**src/rtl/imem_pkg.sv**
```systemverilog
// Shared layout definitions for the byte-wide instruction memory.
// Loader and fetch side both import this so byte order stays consistent.
package imem_pkg;

   localparam int MEM_DEPTH   = 1024;
   localparam int ADDR_W      = 10;
   localparam int BYTE_STRIDE = 3;
   localparam int INSTR_W     = 24;
   localparam int IADDR_W     = 24;
   localparam int CNT_W       = 16;

   typedef enum logic [1:0] {
      IDLE,
      WR_B2,
      WR_B1,
      WR_B0
   } state_t;

   localparam int B2_LSB = 16;
   localparam int B1_LSB = 8;
   localparam int B0_LSB = 0;

endpackage

```
**src/rtl/imem_loader.sv**
```systemverilog
// Serialises 24-bit instruction words into three byte writes,
// MSB first, spaced BYTE_STRIDE apart in instruction memory.
module imem_loader
   import imem_pkg::*;
#(
   parameter int MEM_DEPTH   = imem_pkg::MEM_DEPTH,
   parameter int ADDR_W      = imem_pkg::ADDR_W,
   parameter int BYTE_STRIDE = imem_pkg::BYTE_STRIDE,
   parameter int CNT_W       = imem_pkg::CNT_W
) (
   input  logic               clk,
   input  logic               reset,
   input  logic               in_valid,
   output logic               in_ready,
   input  logic [IADDR_W-1:0] in_addr,
   input  logic [INSTR_W-1:0] in_instr,
   output logic               mem_we,
   output logic [ADDR_W-1:0]  mem_addr,
   output logic [7:0]         mem_wdata,
   output logic               busy,
   output logic [CNT_W-1:0]   word_count,
   output logic               range_err
);

   state_t state, nxt;

   logic [ADDR_W-1:0]  a_q;
   logic [INSTR_W-1:0] i_q;
   logic [IADDR_W:0]   last_a;
   logic               legal;
   logic               accept;

   // Extra bit keeps the top-of-range sum from wrapping.
   assign last_a = {1'b0, in_addr} + (IADDR_W+1)'(2 * BYTE_STRIDE);
   assign legal  = last_a <= (IADDR_W+1)'(MEM_DEPTH - 1);

   assign in_ready = (state == IDLE) || (state == WR_B0);
   assign accept   = in_valid && in_ready;
   assign busy     = (state != IDLE);

   always_comb begin
      nxt = state;
      unique case (state)
         IDLE:  if (accept && legal) nxt = WR_B2;
         WR_B2: nxt = WR_B1;
         WR_B1: nxt = WR_B0;
         WR_B0: nxt = (accept && legal) ? WR_B2 : IDLE;
      endcase
   end

   always_comb begin
      mem_we    = 1'b0;
      mem_addr  = '0;
      mem_wdata = '0;
      unique case (state)
         IDLE: ;
         WR_B2: begin
            mem_we    = 1'b1;
            mem_addr  = a_q;
            mem_wdata = i_q[B2_LSB +: 8];
         end
         WR_B1: begin
            mem_we    = 1'b1;
            mem_addr  = a_q + ADDR_W'(BYTE_STRIDE);
            mem_wdata = i_q[B1_LSB +: 8];
         end
         WR_B0: begin
            mem_we    = 1'b1;
            mem_addr  = a_q + ADDR_W'(2 * BYTE_STRIDE);
            mem_wdata = i_q[B0_LSB +: 8];
         end
      endcase
   end

   always_ff @(posedge clk or posedge reset) begin
      if (reset) begin
         state      <= IDLE;
         a_q        <= '0;
         i_q        <= '0;
         word_count <= '0;
         range_err  <= 1'b0;
      end else begin
         state <= nxt;
         if (accept) begin
            a_q <= in_addr[ADDR_W-1:0];
            i_q <= in_instr;
         end
         if (accept && !legal)
            range_err <= 1'b1;
         if (state == WR_B0 && word_count != '1)
            word_count <= word_count + 1'b1;
      end
   end

endmodule

```
**config.mk**
```make
export PLATFORM = sky130hd
export DESIGN_NAME = imem_loader
export DESIGN_NICKNAME = d
export VERILOG_FILES = /design/src/rtl/imem_pkg.sv /design/src/rtl/imem_loader.sv
export SDC_FILE = /design/constraint.sdc
export NUM_CORES = 1
export LEC_CHECK = 0
export CAP_MARGIN = 0
export CORE_UTILIZATION = 45
export CTS_CLUSTER_DIAMETER = 100
export CTS_CLUSTER_SIZE = 10
export DETAILED_ROUTE_END_ITERATION = 10
export GPL_TIMING_DRIVEN = 0
export PLACE_DENSITY = 0.78
export SLEW_MARGIN = 10
export SYNTH_ARGS = -nofsm -noshare
export SYNTH_HDL_FRONTEND = slang
export SYNTH_SLANG_ARGS = --single-unit
```
**constraint.sdc**
```tcl
create_clock -name clk -period 2.17 [get_ports clk]
set_input_delay 0.434 -clock clk [delete_from_list [all_inputs] [get_ports clk]]
set_output_delay 0.434 -clock clk [all_outputs]
set_load 0.005 [all_outputs]
```
==> flow_summary.toml <==
[outcome]
status = "finished, violations left"
violations = "setup timing"

[route]
drt_iter0_drc = 284
ant_nets = 0
wirelength_um = 10380
viasPerCell = 5.631
detail_route.wl_per_cell_um = 16.25
via_count = 3598
drc = 0
drt_pass1_iterations = 5

[synthesis]
yosys.area.top_type = "dfrtp_1"
synth.most_common_cell = "nand2_1"
avgSynthCellArea_sq_um = 8.414
synthFlopType = "dfrtp_1"
synth.net_count = 466
ys_async_sr_fraction_pct = 100.0
synth.top_cell.area_share_pct = 39.11
yosysWarningCount = 0
yosys-top-cells-area = "dfrtp_1 (39%), nand2_1 (12%), xnor2_1 (4.6%), ha_1 (4.4%), nor2_1 (4.0%)"
yosysSeqAreaShare_pct = 39.11
synth_common_cells = "nand2_1 (109), dfrtp_1 (53), nor2_1 (36)"
synth-seq-cells = 53
synth_cells = 403
synth_enable_flop_cells = 0
yosysUniqueCellTypes = 59
syn_area_sq_um = 3391

[floorplan]
die_y_um = 88.81
core_area_sq_um = 7253
dieArea_sq_um = 7886
initial_utilization_pct = 46.75
io_pins = 89
rows = 31
die_w_um = 88.81

[clock_network]
cts_tree = "done"
clk_path_buf_depth = 2
cts_made_buffers = 5
htreeDepth = 2
clk_latency_ns = 0.31
cts-root-buf = "clkbuf_8"
clk_pin_slew_worst_paths_ns = 0.10
cts_sinks = 53

[sta]
maxSlewHeadroom_pct = 63.62
finClkSkew_ns = 0.007119
setup_slack_ns = -0.4464
slew_violations = 0
clock.fmax_mhz = 382.2
hold_violations = 0
holdWs_ns = 0.3743
final.min_clock_period_ns = 2.616
tightest_slew_ns = 0.5387
setup_violations = 17
fin_crit_sh_pct = 120.6
grt_setup_unrepaired = "yes"

[placed_design]
gp_congestion = 0.8445
io_buffers = 88
place_hpwl_um = 6513

[power_and_ir_drop]
irDropWorstVdd_uv = 804.7
p_per_area_nw_per_um2 = 1215
design_power_total_uw = 6266
p_leak_uw = 0.002302

[layout]
multi_input_area_sq_um = 2238
layout.nets = 602
drive_above_1_share_pct = 30.93
diodes = 0
synthToLayoutAreaGrowth_pct = 52.07
regArea_sq_um = 1334
n_fill_cell = 536

[grt]
grt-ovfl-total = 0
grt_first_pass_wirelength_um = 15700
grt_util_all_layers_pct = 25.67
antenna_found_initial = 0
grt_max_degree = 36
grt_pass1_vias = 3322

[critical_path]
required_ns = 1.74
criticalPathCategory = "flip-flop to primary output"
worstSetupStartpointType = "flip-flop"
cp.arrival_ns = 2.18
cp_max_fo = 8
cp-end-kind = "primary output"

[hold_path]
hold_path_class = "primary input to flip-flop"

[flow_run]
cap_violations = 0
[registers in the layout, indices dropped and copies added, names as in the netlist]
register / count
i_q: 24
word_count: 16
a_q: 10
state: 2
range_err: 1
[critical path, stage by stage, from the launching register on]
cell and delay [ns]:
dfrtp_2 0.48, nand2_1 0.19, or2_4 0.32, nor2_4 0.10, nand3_2 0.08, xnor2_1 0.14, a222oi_1 0.32, nor2_1 0.10
buf_2 0.15
[layout make-up]
type                       instances  area share, %
multi-input combinational        315          43.41
sequential                        53          25.87
timing repair buffer             135          23.00
tap                               99          2.402
buffer                            14          2.378
clock buffer                       5          1.335
inverter                          15          1.189
clock inverter                     3         0.4125
[stage by stage]
step	utilization, %	area, sq um	instances	setup TNS [ns]	setup slack [ns]
finish	71.09	5156	639	-3.335	-0.4464
global route	71.09	5156	639	-4.762	-0.5068
CTS	68.21	4947	625	-2.220	-0.3874
detailed placement	61.01	4425	591	-13.89	-0.8921
global placement	60.74	4405	590	-39.62	-0.8526
floorplan	-	3401	403	0	0.003774
[cells in the final DEF, fill, tap and decap left out, types with 3 or more instances in the layout]
cell type	n
a211oi_2	4
a21oi_1	12
a21oi_2	5
a222oi_1	9
and3_1	3
buf_12	4
buf_2	16
buf_4	41
buf_6	9
clkbuf_1	5
clkbuf_2	8
clkbuf_4	5
clkbuf_8	8
clkdlybuf4s50_1	51
dfrtp_1	47
dfrtp_2	6
dlygate4sd2_1	3
ha_4	9
inv_1	8
inv_2	5
nand2_1	108
nand3_1	7
nand4_1	10
nor2_1	33
nor3_1	6
nor3_2	4
o21a_1	3
o21ai_0	6
o21ai_1	4
or3_1	3
xnor2_1	18
xor2_1	8
[logic make-up after synthesis]
group	synth area share [%]
AO/OA/AOI/OAI	15.50
XOR/XNOR	6.716
adder cells (fa/ha/maj)	4.428
buffers and inverters	3.985
flip-flops	39.11
multiplexers	1.255
AND/OR/NAND/NOR	29.00
[layer usage]
layer	track usage, %	up-vias	share of wire [%]
met4	7.478	0	1.8
met5	0	-	0
li1	-	1672	-
met1	33.63	1768	41
met2	44.20	141	52
met3	3.545	17	5.7
[report_power, final]
group          internal [uW]  leakage [uW]  switching, uW
clock network            230     0.0000445            344
logic                   1940       0.00160           1990
registers               1380      0.000659            371
total                   3560       0.00230           2710
[path summary, 6_finish.rpt]
path / startpoint / to / slack, ns / cells past startpoint
min reg2reg: range_err / range_err / 0.48 / 1
max in group asynchronous: reset / state[1] / 1.19 / 3
max reg2reg: state[1] / state[1] / 0.06 / 13
max: a_q[3] / mem_addr[9] / -0.45 / 8
min: in_addr[5] / a_q[5] / 0.37 / 3
min in group asynchronous: reset / word_count[2] / 0.44 / 2
[timing repair]
item	4_1_cts	5_1_grt
setup buffers	30	16
endpoints found under the setup margin	32	47
resized for setup	165	86
hold buffers	0	0
pin swaps	35	37
Note: power is estimated with default switching activity, not from simulation.
==> patch 1: new RTL, same settings <==
Encoding of `state_t`: now one-hot (4 bits for 4 states).
--- a/src/rtl/imem_pkg.sv
+++ b/src/rtl/imem_pkg.sv
@@ -9,11 +9,11 @@
    localparam int IADDR_W     = 24;
    localparam int CNT_W       = 16;
 
-   typedef enum logic [1:0] {
-      IDLE,
-      WR_B2,
-      WR_B1,
-      WR_B0
+   typedef enum logic [3:0] {
+      IDLE  = 4'b0001,
+      WR_B2 = 4'b0010,
+      WR_B1 = 4'b0100,
+      WR_B0 = 4'b1000
    } state_t;
 
    localparam int B2_LSB = 16;
Function: same outputs for any inputs over 10 cycles, from zero or initial values and one cycle with reset high; not proved beyond that.
==> patch 1 against the unedited design <==
  * The flow still finishes with violations (setup timing)
  * Power decreased by 8.2%
  * First-iteration DRC count decreased by 21%
  * Sequential cell count increased by 2
  * Global-route usage increased by 0.61 points
  * Area after synthesis decreased by 6.4%
  * Routed wire length decreased by 5.8%
  * Cell area decreased by 4.3%
  * Synthesized cell count decreased by 25%
  * Clock power increased by 9.8%
  * Setup slack improved by 160 ps
  * Clock skew increased by 1.1 ps
  * Highest routed layer unchanged
==> patch 1: results (changes against the unedited design) <==
grt:
  grt_pass1_wl_mm: 14.9  # -5.3%
  track_usage_pct: 26.3  # +0.61 points
  first_global_vias: 3034  # -8.7%
  grt_use_met2_pct: 44.2  # about the same
  use_met1_pct: 32.3  # -1.4 points
  grt_use_met3_pct: 4.72  # +1.2 points
  grt_antenna_before_repair: 0  # unchanged
detailed_routing:
  met3WireLength_um: 689  # +16%
  drt-met1-wl_mm: 3.77  # -11%
  drt-total-wl_mm: 9.78  # -5.8%
  wl_met2_mm: 5.06  # -5.6%
  dr.first_iter.drc_count: 225  # -21%
  vias: 3141  # -13%
timing:
  relSlewSlack_pct: 61.5  # -2.1 points
  tns_ps: -2250  # +1080 ps
  setup_ws_ps: -286  # +160 ps
  final.setup_skew_ps: 8.23  # +1.11 ps
  setup_viol: 16  # -1
  hold_slack_ps: 461  # +86.3 ps
worst_setup_path:
  worst_ep_arrival_time_ps: 2020  # -160 ps
  reg2reg_from: "state[0]"
  cp_max_fo: 6  # -2
  crit_family: "flip-flops"
  cpPeakStageDelay_ps: 440  # -40 ps
  rr_worst_depth: 7  # -6
  r2r_end: "i_q[5]"
logic_synthesis:
  syn_nets: 361  # -23%
  synthCells: 303  # -25%
  ys_top_cells_by_count: "dfrtp_1, nand2_1, mux2_2"
  ys_seq_area_share_pct: 43.4  # +4.3 points
  synthTopCellsByArea: "dfrtp_1, mux2_2, mux2_1, xnor2_1, nand2_1"
cells_and_area:
  top_regs: "i_q: 24 flops, word_count: 16 flops, a_q: 10 flops"
  layout.nets: 503  # -16%
  fillCellCount: 434  # -19%
  fin_cells: 542  # -15%
power_and_ir_drop:
  p_switching_uw: 2290  # -15%
  cellLeakagePower_uw: 0.00212  # -8.0%
  peakVddDrop_mv: 0.934  # +16%
place:
  post-place-cells: 487  # -18%
  placed_area_um2: 4190  # -5.3%
  portBuffers: 87  # -1.1%
  dp_hpwl_mm: 5.58  # -14%
  place_ws_ps: -788  # +104 ps
  gp_congestion: 0.815  # -3.5%
cts:
  cts_made_buffers: 5  # unchanged
  clock_latency_ps: 320
status:
  violations: "setup timing"
  outcome: "finished, violations left"
min_path:
  hp-start: "in_addr[3]"
  hold-path-endpoint: "a_q[3]"
  min_path_cells: 2  # -1
[patch 1: kinds of logic (layout without fill, tap and decap cells)]
group / count (synthesis) / after routing / synth area share [%]
buffers and inverters: 26 / 169 / 3.31
and+or+nand+nor: 103 / 103 / 19.4
muxes: 33 / 33 / 11.8
adders and majority gates: 7 / 7 / 2.76
DFF: 55 / 55 / 43.4
xor gates and xnor gates: 20 / 20 / 5.52
AOI/OAI and AO/OA: 59 / 59 / 13.8
[patch 1: area by class of cell]
type	instances	area, um^2	share of cell area, %
multi-input combinational	222	1990	40.4
sequential	55	1390	28.1
timing repair buffer	136	1200	24.3
tap	96	120	2.44
clock buffer	8	100	2.03
inverter	18	72.6	1.47
buffer	7	63.8	1.29
[patch 1: worst max-delay path by stage]
stage / startpoint / slack, ps / endpoint / cells past startpoint
finish: a_q[1] / -290 / mem_addr[7] / 9
global route: a_q[1] / -350 / mem_addr[8] / 9
CTS: a_q[1] / -190 / mem_addr[5] / 8
detailed placement: in_addr[1] / -790 / range_err / 10
global placement: in_addr[1] / -720 / range_err / 10
floorplan: in_addr[1] / 3 / range_err / 9
[patch 1: power by group through the flow]
stage | clock [uW] | combinational (uW) | sequential (uW)
5_1_grt | 676 | 3480 | 1890
6_report | 630 | 3280 | 1840
2_1_floorplan | 0 | 1290 | 1710
3_5_place_dp | 0 | 2300 | 1800
4_1_cts | 628 | 2830 | 1790
3_3_place_gp | 0 | 2250 | 1780
[patch 1: repair_timing]
| action | 4_1_cts | 5_1_grt |
|---|---|---|
| cloned | 1 | 0 |
| resized for setup | 173 | 43 |
| endpoints found under the setup margin | 37 | 41 |
| hold endpoints to repair | 0 | 0 |
| pin swaps | 31 | 33 |
| setup buffers | 37 | 14 |
| hold buffers | 0 | 0 |
==> patch 2: new RTL, same settings <==
Made on the original files. Change the package constant `IADDR_W` from 24 to 28.
--- a/src/rtl/imem_pkg.sv
+++ b/src/rtl/imem_pkg.sv
@@ -6,7 +6,7 @@
    localparam int ADDR_W      = 10;
    localparam int BYTE_STRIDE = 3;
    localparam int INSTR_W     = 24;
-   localparam int IADDR_W     = 24;
+   localparam int IADDR_W     = 28;
    localparam int CNT_W       = 16;
 
    typedef enum logic [1:0] {
Ports: changed (resized in_addr); port bits go from 89 to 93. No check against the original RTL was run, so the function may have changed too.
==> patch 2 against the unedited design <==
  * The run still ends with setup timing left
  * Non-clock buffer count grew 23
  * Via count shrank 0.50%
  * Maximum frequency rose by 2.8%
  * Sequential share of layout area decreased by 1.8 points
  * Hold slack hardly changed
  * Sequential cell count did not move
  * Cell area rose by 7.5%
  * Critical path type unchanged
  * Largest power group unchanged
  * Power up 13%
  * Setup slack better by 72 ps
  * Area after synthesis is 1.1% higher
  * Routed wire length up 17%
  * Global-route usage increased by 1.8 points
==> patch 2: results (changes against the unedited design) <==
grt:
  use_met1_pct: 34.2  # +0.57 points
  grt_max_degree: 34  # -5.6%
  grt_use_met2_pct: 48.8  # +4.6 points
  grt_pass1_wl_mm: 16.7  # +6.5%
  grt_use_met3_pct: 4.34  # +0.80 points
power_and_ir_drop:
  p_switching_uw: 2820  # +4.3%
  cellLeakagePower_uw: 0.00235  # +2.1%
  seqPwrFrac_pct: 25.5  # -2.5 points
logic_synthesis:
  ys_top_cells_by_count: "dfrtp_1, nor2_1, mux2_2"
  ys_seq_area_share_pct: 38.7  # -0.43 points
  synth_fa_ha_area_share_pct: 4.38  # -0.048 points
  synth_xor_area_share_pct: 8.18  # +1.5 points
  synth_mux_area_share_pct: 12.0  # +11 points
  syn_nets: 410  # -12%
place:
  dp_hpwl_mm: 6.30  # -3.2%
timing:
  hold_slack_ps: 374  # -0.408 ps
  setup_ws_ps: -375  # +71.8 ps
  setup_viol: 21  # +4
  tns_ps: -3390  # -50.7 ps
min_path:
  hp-start: "in_addr[9]"
  hold-path-endpoint: "a_q[9]"
  min_path_cells: 2  # -1
status:
  outcome: "finished, violations left"
  violations: "setup timing"
cells_and_area:
  fillCellCount: 436  # -19%
worst_setup_path:
  worst_ep_arrival_time_ps: 2110  # -70 ps
  cp_max_fo: 3  # -5
  rr_worst_depth: 9  # -4
detailed_routing:
  wl_met2_mm: 6.05  # +13%
  vias_per_cell: 5.94  # +5.4%
  met3WireLength_um: 847  # +42%
[patch 2: through the flow]
| stage | total power (uW) | std cells | area (um^2) | setup WS [ps] | util [%] |
|---|---|---|---|---|---|
| floorplan | 3600 | 343 | 3450 | -135 | - |
| global placement | 4830 | 534 | 4490 | -1140 | 61.6 |
| detailed placement | 4960 | 535 | 4510 | -1250 | 61.9 |
| CTS | 6320 | 582 | 5270 | -320 | 72.2 |
| global route | 7420 | 603 | 5540 | -493 | 76.0 |
| finish | 7050 | 603 | 5540 | -375 | 76.0 |
[patch 2: how the worst max path moves through the flow]
stage / endpoint / slack [ps] / cells after the start
global placement: state[0] / -1140 / 10
CTS: mem_addr[9] / -320 / 10
global route: mem_addr[9] / -490 / 10
detailed placement: state[0] / -1250 / 10
floorplan: state[0] / -140 / 8
finish: mem_addr[2] / -370 / 8
[patch 2: layout make-up]
cell class	count	area (um^2)	share of cell area [%]
clock buffers	6	72.6	1.31
well taps	99	124	2.24
plain buffers	11	158	2.84
repair buffers	161	1440	26.1
flip-flops and latches	53	1330	24.1
clock inverters	2	38.8	0.700
multi-input cells	257	2300	41.5
inverters	14	70.1	1.26
[patch 2: what timing repair did]
| action | 4_1_cts | 5_1_grt |
|---|---|---|
| pin swaps | 56 | 37 |
| buffers inserted | 43 | 24 |
| hold buffers | 0 | 0 |
| setup endpoints to repair | 69 | 45 |
| gates resized for setup | 237 | 53 |
| cloned | 1 | 2 |
[patch 2: kinds of logic (layout without fill, tap and decap cells)]
| logic type | after synthesis | count (layout) |
|---|---|---|
| xor+xnor | 32 | 32 |
| mux | 37 | 37 |
| simple gates | 130 | 130 |
| buf+inv | 33 | 194 |
| fa+ha+maj | 12 | 12 |
| compound gates | 46 | 46 |
| flops | 53 | 53 |
